[config.mk]
export PLATFORM = sky130hd
export DESIGN_NAME = hilo_ctrl_flat
export DESIGN_NICKNAME = d
export VERILOG_FILES = /design/src/rtl/hilo_pkg.sv /design/src/rtl/hilo_if.sv /design/src/rtl/hilo_divider.sv /design/src/rtl/hilo_ctrl.sv /design/src/flat_wrapper.sv
export SDC_FILE = /design/constraint.sdc
export NUM_CORES = 2
export LEC_CHECK = 0
export CORE_UTILIZATION = 30
export DETAILED_ROUTE_END_ITERATION = 12
export GPL_TIMING_DRIVEN = 0
export RECOVER_POWER = 50
export SLEW_MARGIN = 20
export SYNTH_ARGS = -nofsm -noshare
export SYNTH_HDL_FRONTEND = slang
export SYNTH_SLANG_ARGS = --single-unit
[constraint.sdc]
create_clock -name clk -period 20.7 [get_ports clk]
set_clock_uncertainty 0.15 [all_clocks]
set_input_delay 4.14 -clock clk [delete_from_list [all_inputs] [get_ports clk]]
set_output_delay 4.14 -clock clk [all_outputs]
set_load 0.05 [all_outputs]
[src/rtl/hilo_pkg.sv]
// hilo_pkg: shared definitions for the HI/LO multiply/divide sequencer.
//   - operation codes driven by the execute stage
//   - FSM state encoding
//   - datapath width and divider iteration count
//   - magnitude helper used when loading the divider
package hilo_pkg;

  localparam int DATA_W     = 32;
  localparam int DIV_CYCLES = 32;
  localparam int CNT_W      = $clog2(DIV_CYCLES);

  localparam logic [2:0] OP_NONE  = 3'd0;
  localparam logic [2:0] OP_MULT  = 3'd1;
  localparam logic [2:0] OP_MULTU = 3'd2;
  localparam logic [2:0] OP_DIV   = 3'd3;
  localparam logic [2:0] OP_DIVU  = 3'd4;
  localparam logic [2:0] OP_MTHI  = 3'd5;
  localparam logic [2:0] OP_MTLO  = 3'd6;
  localparam logic [2:0] OP_RSVD  = 3'd7;

  typedef enum logic [1:0] {
    ST_IDLE = 2'd0,
    ST_MUL  = 2'd1,
    ST_DIV  = 2'd2
  } state_t;

  // Codes 1..6 are real requests; NONE and the reserved code are ignored.
  function automatic logic op_valid(input logic [2:0] op);
    return (op != OP_NONE) && (op != OP_RSVD);
  endfunction

  // Absolute value for signed operands, raw value for unsigned ones.
  // 0x80000000 maps onto itself, which is exactly the unsigned magnitude.
  function automatic logic [DATA_W-1:0] magnitude(input logic [DATA_W-1:0] x,
                                                  input logic is_signed);
    return (is_signed && x[DATA_W-1]) ? -x : x;
  endfunction

endpackage

[src/rtl/hilo_if.sv]
// hilo_if: request/result bundle between the execute stage and hilo_ctrl.
//   master (pipeline): start, op, a, b, hi_cur, lo_cur, flush -> ; <- busy, hilo_we, hi_o, lo_o
//   slave  (hilo_ctrl): the mirror image
interface hilo_if;
  import hilo_pkg::*;

  logic              start;
  logic [2:0]        op;
  logic [DATA_W-1:0] a;
  logic [DATA_W-1:0] b;
  logic [DATA_W-1:0] hi_cur;
  logic [DATA_W-1:0] lo_cur;
  logic              flush;
  logic              busy;
  logic              hilo_we;
  logic [DATA_W-1:0] hi_o;
  logic [DATA_W-1:0] lo_o;

  modport master (
    output start, op, a, b, hi_cur, lo_cur, flush,
    input  busy, hilo_we, hi_o, lo_o
  );

  modport slave (
    input  start, op, a, b, hi_cur, lo_cur, flush,
    output busy, hilo_we, hi_o, lo_o
  );

endinterface

[src/rtl/hilo_divider.sv]
// hilo_divider: unsigned restoring divider, one quotient bit per step.
//   clk, rst      : clock, asynchronous active-low reset
//   load          : capture dividend/divisor magnitudes, clear remainder, arm counter
//   step          : perform one shift/subtract iteration
//   dividend      : unsigned dividend magnitude
//   divisor       : unsigned divisor magnitude (never zero when loaded)
//   quo, rem      : quotient/remainder registers as they stand after the current step,
//                   so the controller can capture the final result on the last step's edge
//   done          : high during the step that completes the division
module hilo_divider
  import hilo_pkg::*;
(
  input  logic              clk,
  input  logic              rst,
  input  logic              load,
  input  logic              step,
  input  logic [DATA_W-1:0] dividend,
  input  logic [DATA_W-1:0] divisor,
  output logic [DATA_W-1:0] quo,
  output logic [DATA_W-1:0] rem,
  output logic              done
);

  logic [DATA_W-1:0] quo_q;
  logic [DATA_W-1:0] rem_q;
  logic [DATA_W-1:0] div_q;
  logic [CNT_W-1:0]  cnt_q;
  logic [DATA_W:0]   rem_sh;
  logic [DATA_W:0]   diff;

  // One restoring iteration. The dividend is shifted out of the quotient
  // register into the remainder; a borrow (diff MSB set) means the trial
  // subtraction is undone and a 0 quotient bit is shifted in.
  always_comb begin
    // NOTE: every always_comb output gets a default first so no path can leave it unassigned and infer a latch.
    quo    = quo_q;
    rem    = rem_q;
    rem_sh = {rem_q, quo_q[DATA_W-1]};
    diff   = rem_sh - {1'b0, div_q};
    if (diff[DATA_W]) begin
      rem = rem_sh[DATA_W-1:0];
      quo = {quo_q[DATA_W-2:0], 1'b0};
    end else begin
      rem = diff[DATA_W-1:0];
      quo = {quo_q[DATA_W-2:0], 1'b1};
    end
  end

  assign done = step && (cnt_q == '0);

  // NOTE: sequential state uses non-blocking assignments so every flop samples pre-edge values.
  always_ff @(posedge clk or negedge rst) begin
    if (!rst) begin
      quo_q <= '0;
      rem_q <= '0;
      div_q <= '0;
      cnt_q <= '0;
    end else if (load) begin
      quo_q <= dividend;
      rem_q <= '0;
      div_q <= divisor;
      cnt_q <= CNT_W'(DIV_CYCLES - 1);
    end else if (step) begin
      quo_q <= quo;
      rem_q <= rem;
      cnt_q <= cnt_q - CNT_W'(1);
    end
  end

endmodule

[src/rtl/hilo_ctrl.sv]
// hilo_ctrl: multiply/divide sequencer owning all writes to the HI/LO pair.
//   clk, rst : clock, asynchronous active-low reset
//   bus      : hilo_if.slave
//     start/op/a/b : request from execute (sampled only in IDLE)
//     hi_cur/lo_cur: current HI/LO, used to preserve the untouched half on MTHI/MTLO
//     flush        : cancels an in-flight MUL/DIV, drops a same-cycle request
//     busy         : pipeline stall, high while in MUL or DIV
//     hilo_we      : one-cycle write strobe, hi_o/lo_o valid with it
module hilo_ctrl
  import hilo_pkg::*;
(
  input logic   clk,
  input logic   rst,
  hilo_if.slave bus
);

  state_t              state;
  logic                busy_q;
  logic                we_q;
  logic [DATA_W-1:0]   hi_q;
  logic [DATA_W-1:0]   lo_q;
  logic [DATA_W-1:0]   mul_a;
  logic [DATA_W-1:0]   mul_b;
  logic                mul_signed;
  logic                sign_q;
  logic                sign_r;

  logic                accept;
  logic                div_signed;
  logic                div_load;
  logic                div_step;
  logic                div_done;
  logic [DATA_W-1:0]   div_dividend;
  logic [DATA_W-1:0]   div_divisor;
  logic [DATA_W-1:0]   div_quo;
  logic [DATA_W-1:0]   div_rem;
  logic [DATA_W-1:0]   quo_fin;
  logic [DATA_W-1:0]   rem_fin;
  logic [2*DATA_W-1:0] ext_a;
  logic [2*DATA_W-1:0] ext_b;
  logic [2*DATA_W-1:0] product;

  // flush beats a same-cycle request.
  assign accept = (state == ST_IDLE) && bus.start && !bus.flush && op_valid(bus.op);

  assign div_signed   = (bus.op == OP_DIV);
  assign div_dividend = magnitude(bus.a, div_signed);
  assign div_divisor  = magnitude(bus.b, div_signed);
  assign div_load     = accept && ((bus.op == OP_DIV) || (bus.op == OP_DIVU)) && (bus.b != '0);
  assign div_step     = (state == ST_DIV) && !bus.flush;

  hilo_divider u_div (
    .clk      (clk),
    .rst      (rst),
    .load     (div_load),
    .step     (div_step),
    .dividend (div_dividend),
    .divisor  (div_divisor),
    .quo      (div_quo),
    .rem      (div_rem),
    .done     (div_done)
  );

  // Quotient takes the XOR of operand signs, remainder the dividend's sign.
  // The 0x80000000 / -1 overflow negates 0x80000000 onto itself.
  assign quo_fin = sign_q ? -div_quo : div_quo;
  assign rem_fin = sign_r ? -div_rem : div_rem;

  // Sign- or zero-extend to 64 bits; the low 64 bits of the product are
  // then correct for both MULT and MULTU.
  assign ext_a   = mul_signed ? {{DATA_W{mul_a[DATA_W-1]}}, mul_a} : {{DATA_W{1'b0}}, mul_a};
  assign ext_b   = mul_signed ? {{DATA_W{mul_b[DATA_W-1]}}, mul_b} : {{DATA_W{1'b0}}, mul_b};
  assign product = ext_a * ext_b;

  always_ff @(posedge clk or negedge rst) begin
    if (!rst) begin
      state      <= ST_IDLE;
      busy_q     <= 1'b0;
      we_q       <= 1'b0;
      hi_q       <= '0;
      lo_q       <= '0;
      mul_a      <= '0;
      mul_b      <= '0;
      mul_signed <= 1'b0;
      sign_q     <= 1'b0;
      sign_r     <= 1'b0;
    end else begin
      we_q <= 1'b0;
      unique case (state)
        ST_IDLE: begin
          if (accept) begin
            case (bus.op)
              OP_MTHI: begin
                hi_q <= bus.a;
                lo_q <= bus.lo_cur;
                we_q <= 1'b1;
              end
              OP_MTLO: begin
                hi_q <= bus.hi_cur;
                lo_q <= bus.a;
                we_q <= 1'b1;
              end
              OP_MULT, OP_MULTU: begin
                mul_a      <= bus.a;
                mul_b      <= bus.b;
                mul_signed <= (bus.op == OP_MULT);
                state      <= ST_MUL;
                busy_q     <= 1'b1;
              end
              OP_DIV, OP_DIVU: begin
                if (bus.b == '0) begin
                  hi_q <= bus.a;
                  lo_q <= '1;
                  we_q <= 1'b1;
                end else begin
                  sign_q <= div_signed && (bus.a[DATA_W-1] ^ bus.b[DATA_W-1]);
                  sign_r <= div_signed && bus.a[DATA_W-1];
                  state  <= ST_DIV;
                  busy_q <= 1'b1;
                end
              end
              default: ;
            endcase
          end
        end
        ST_MUL: begin
          state  <= ST_IDLE;
          busy_q <= 1'b0;
          if (!bus.flush) begin
            hi_q <= product[2*DATA_W-1:DATA_W];
            lo_q <= product[DATA_W-1:0];
            we_q <= 1'b1;
          end
        end
        ST_DIV: begin
          if (bus.flush) begin
            state  <= ST_IDLE;
            busy_q <= 1'b0;
          end else if (div_done) begin
            state  <= ST_IDLE;
            busy_q <= 1'b0;
            hi_q   <= rem_fin;
            lo_q   <= quo_fin;
            we_q   <= 1'b1;
          end
        end
        default: begin
          state  <= ST_IDLE;
          busy_q <= 1'b0;
        end
      endcase
    end
  end

  assign bus.busy    = busy_q;
  assign bus.hilo_we = we_q;
  assign bus.hi_o    = hi_q;
  assign bus.lo_o    = lo_q;

endmodule

[src/flat_wrapper.sv]
// flat-port wrapper written by rule: the top's interface ports become plain ports
module hilo_ctrl_flat import hilo_pkg::*;
  (clk, rst, bus_start, bus_op, bus_a, bus_b, bus_hi_cur, bus_lo_cur, bus_flush, bus_busy, bus_hilo_we, bus_hi_o, bus_lo_o);
  hilo_if bus_i ();
  input logic clk;
  input logic rst;
  input wire logic [$bits(bus_i.start)-1:0] bus_start;
  input wire logic [$bits(bus_i.op)-1:0] bus_op;
  input wire logic [$bits(bus_i.a)-1:0] bus_a;
  input wire logic [$bits(bus_i.b)-1:0] bus_b;
  input wire logic [$bits(bus_i.hi_cur)-1:0] bus_hi_cur;
  input wire logic [$bits(bus_i.lo_cur)-1:0] bus_lo_cur;
  input wire logic [$bits(bus_i.flush)-1:0] bus_flush;
  output wire logic [$bits(bus_i.busy)-1:0] bus_busy;
  output wire logic [$bits(bus_i.hilo_we)-1:0] bus_hilo_we;
  output wire logic [$bits(bus_i.hi_o)-1:0] bus_hi_o;
  output wire logic [$bits(bus_i.lo_o)-1:0] bus_lo_o;
  assign bus_i.start = bus_start;
  assign bus_i.op = bus_op;
  assign bus_i.a = bus_a;
  assign bus_i.b = bus_b;
  assign bus_i.hi_cur = bus_hi_cur;
  assign bus_i.lo_cur = bus_lo_cur;
  assign bus_i.flush = bus_flush;
  assign bus_busy = bus_i.busy;
  assign bus_hilo_we = bus_i.hilo_we;
  assign bus_hi_o = bus_i.hi_o;
  assign bus_lo_o = bus_i.lo_o;
  hilo_ctrl u_core (.clk(clk), .rst(rst), .bus(bus_i));
endmodule
==> impl_metrics.json <==
{
  "postCtsResizedCells": 0,
  "io_pins": 201,
  "yosysTopAreaCell": "fa_1",
  "finalMaxSlewViolations": 148,
  "floorplan.initialDensity_pct": 30.16,
  "drcViolationCount": 0,
  "cp_slowest_cell": "fa_1",
  "grt_pass1_vias": 54557,
  "hold_buffers": 0,
  "cp_max_fo": 10,
  "setup_viol": 0,
  "rsz0062_at_grt": "false",
  "r2r_setup_slack_ns": 7.81,
  "hold_violations": 0,
  "via_per_inst": 5.204,
  "drive_above_1_share_pct": 2.466,
  "syn_nets": 8916,
  "syn_inst": 7012,
  "grt.total_usage_pct": 25.77,
  "hp-class": "flip-flop to flip-flop",
  "yosysWarningCount": 0,
  "synthesis.area_sq_um": 63890,
  "crit_top_cell": "fa_1",
  "nets": 9142,
  "htreeDepth": 1,
  "run_status": "finished, violations left",
  "critPathMaxStageDelay_ns": 1.01,
  "portBuffers": 190,
  "vias": 52502,
  "antenna_found_initial": 44,
  "cap_violations": 2,
  "worstSetupPathType": "flip-flop to flip-flop",
  "synth_top_area_share_pct": 44.49,
  "violations": "max-capacitance violations, max-slew violations",
  "grt_pass1_wl_microns": 397100,
  "final_antenna_net_count": 0,
  "ys.flop_type": "dfrtp_1",
  "clk_pin_slew_worst_paths_ns": 0.06,
  "routabilityCongestion": 0.9915,
  "clk_latency_ns": 0.58,
  "clock_sinks": 236,
  "die_area_sq_um": 214800,
  "finalCriticalPeriod_ns": 12.89,
  "ys_ff_latch": 236,
  "cts_buffers": 29,
  "cts_root_buf": "clkbuf_16",
  "drt-total-wl_microns": 277800,
  "slew_headroom_pct": -204.5,
  "postCtsSetupBuffers": 0,
  "tightest_slew_ns": 4.567,
  "avgSynthCellArea_sq_um": 9.112,
  "tns_ns": 0,
  "first_pass_iters": 8,
  "fmax_mhz": 77.59,
  "worstPathRequired_ns": 20.96,
  "mostFrequentLayoutCell": "inv_1",
  "synth-seq-area-share_pct": 9.243,
  "placed_cell_area_sq_um": 69480,
  "cts_tree": "yes",
  "synthArstFlopShare_pct": 100.0,
  "die_y_microns": 463.5,
  "area_growth_pct": 10.29,
  "synth_edf_count": 0,
  "core_sq_um": 211900,
  "cp-start-kind": "flip-flop",
  "synth.distinct_cells": 89,
  "fin_crit_sh_pct": 62.26,
  "fp.dieW_microns": 463.5,
  "crit_arrival_ns": 13.14,
  "std_cell_rows": 169,
  "ys_top_cells_by_area": "fa_1 (44%), inv_1 (9.4%), dfrtp_1 (9.2%), ha_1 (6.8%), and2_1 (5.7%)",
  "final_cell_mix": "inv_1 (1593), fa_1 (1420), nand2_1 (871), and2_1 (585), ha_1 (349)",
  "wl_per_cell_microns": 27.54,
  "grt_max_degree": 92,
  "cp-end-kind": "flip-flop",
  "drt_iter0_markers": 5493,
  "grt_overflow_total": 0,
  "cts_max_path_buffers": 3,
  "hpwl_microns": 237600,
  "final_area_sq_um": 70470
}
## cells by family (layout without fill, tap and decap cells)
kind of cell               count (synthesis)  after routing  share of synthesized area (%)
AOI/OAI and AO/OA                        748            748                          7.823
xor gates and xnor gates                 257            257                          3.523
adders and majority gates               1773           1773                          51.39
buffers and inverters                   1962           2208                          11.55
DFF                                      236            236                          9.243
muxes                                    101            101                          1.702
other                                      0             10                              0
and+or+nand+nor                         1935           1935                          14.77
## registers in the layout, summed over array words and instances (netlist names), 2 cells and up
register            cells
u_core.u_div.quo_q     32
u_core.mul_b           32
u_core.u_div.cnt_q      5
u_core.u_div.div_q     32
u_core.u_div.rem_q     32
u_core.bus.lo_o        32
u_core.bus.hi_o        32
u_core.state            2
u_core.mul_a           32
## synthesized netlist by cell type, types with 10 or more instances
master / number
or3_1: 27
o21bai_1: 10
dfrtp_1: 236
nand4_1: 19
xor2_1: 94
nand3_1: 33
nand2b_1: 22
xnor2_1: 163
buf_1: 25
o21a_1: 20
o21ai_0: 151
o31ai_1: 40
o221ai_1: 10
nor3_1: 46
a311oi_1: 18
fa_1: 1420
or2_2: 11
nor2_1: 195
inv_1: 1594
clkbuf_1: 334
mux2i_1: 40
a221oi_1: 41
nor4_1: 21
o41ai_1: 13
o211ai_1: 17
ha_1: 349
or4_1: 14
a21o_1: 66
mux2_2: 61
a211oi_1: 31
a21oi_1: 162
a41oi_1: 10
a31oi_1: 62
o22ai_1: 10
and2_1: 585
nand2_1: 872
and3_1: 46
## critical path: cells and delay by family (launching register included)
family,cells,cell delay [ns]
AOI/OAI and AO/OA,8,2.34
buffers and inverters,7,2.23
adders and majority gates,11,6.51
and+or+nand+nor,4,0.66
DFF,1,0.60
xor gates and xnor gates,1,0.18
## through the flow
stage                     hold WS [ns]  worst slack (ns)  std cells  util, %
final                           0.3296             7.812      10089    33.26
after global routing            0.3507             7.507      10080    33.25
after CTS                       0.3311             8.177      10079    33.26
after detailed placement        0.3160             8.234      10028    32.79
after global placement          0.3141             4.498      10023    32.72
after floorplan                 0.2998             11.35       7012        -
## metal layers
layer | GRT usage [%] | wire length, microns | vias to the layer above
met1 | 34.74 | 112600 | 27514
met4 | 12.12 | 16540 | 16
met2 | 40.27 | 124000 | 2693
li1 | - | - | 21647
met3 | 4.226 | 24530 | 632
met5 | 0 | 117 | -
## path summary, 6_finish.rpt
| check | end | from | cells after the start |
|---|---|---|---|
| setup / recovery | u_core.bus.hi_o[25] | u_core.mul_signed | 31 |
| hold / removal | u_core.bus.lo_o[13] | u_core.bus.lo_o[13] | 1 |
| hold reg to reg | u_core.bus.lo_o[13] | u_core.bus.lo_o[13] | 1 |
| min in group asynchronous | u_core.bus.lo_o[31] | rst | 1 |
| max in group asynchronous | u_core.u_div.quo_q[8] | rst | 2 |
| setup reg to reg | u_core.bus.hi_o[25] | u_core.mul_signed | 31 |
## area by class of cell
cell class / instances / area [sq um]
Inverter: 1595 / 5987
Multi-Input combinational cell: 4814 / 50630
Tap cell: 2821 / 3530
Fill cell: 22186 / 141400
Antenna cell: 10 / 25.02
Timing Repair Buffer: 195 / 1981
Buffer: 367 / 1416
Clock buffer: 39 / 803.3
Clock inverter: 12 / 195.2
Sequential cell: 236 / 5906
Power is not shown: default switching activity piles up to over one toggle a cycle in this logic, so the estimate is an artifact.
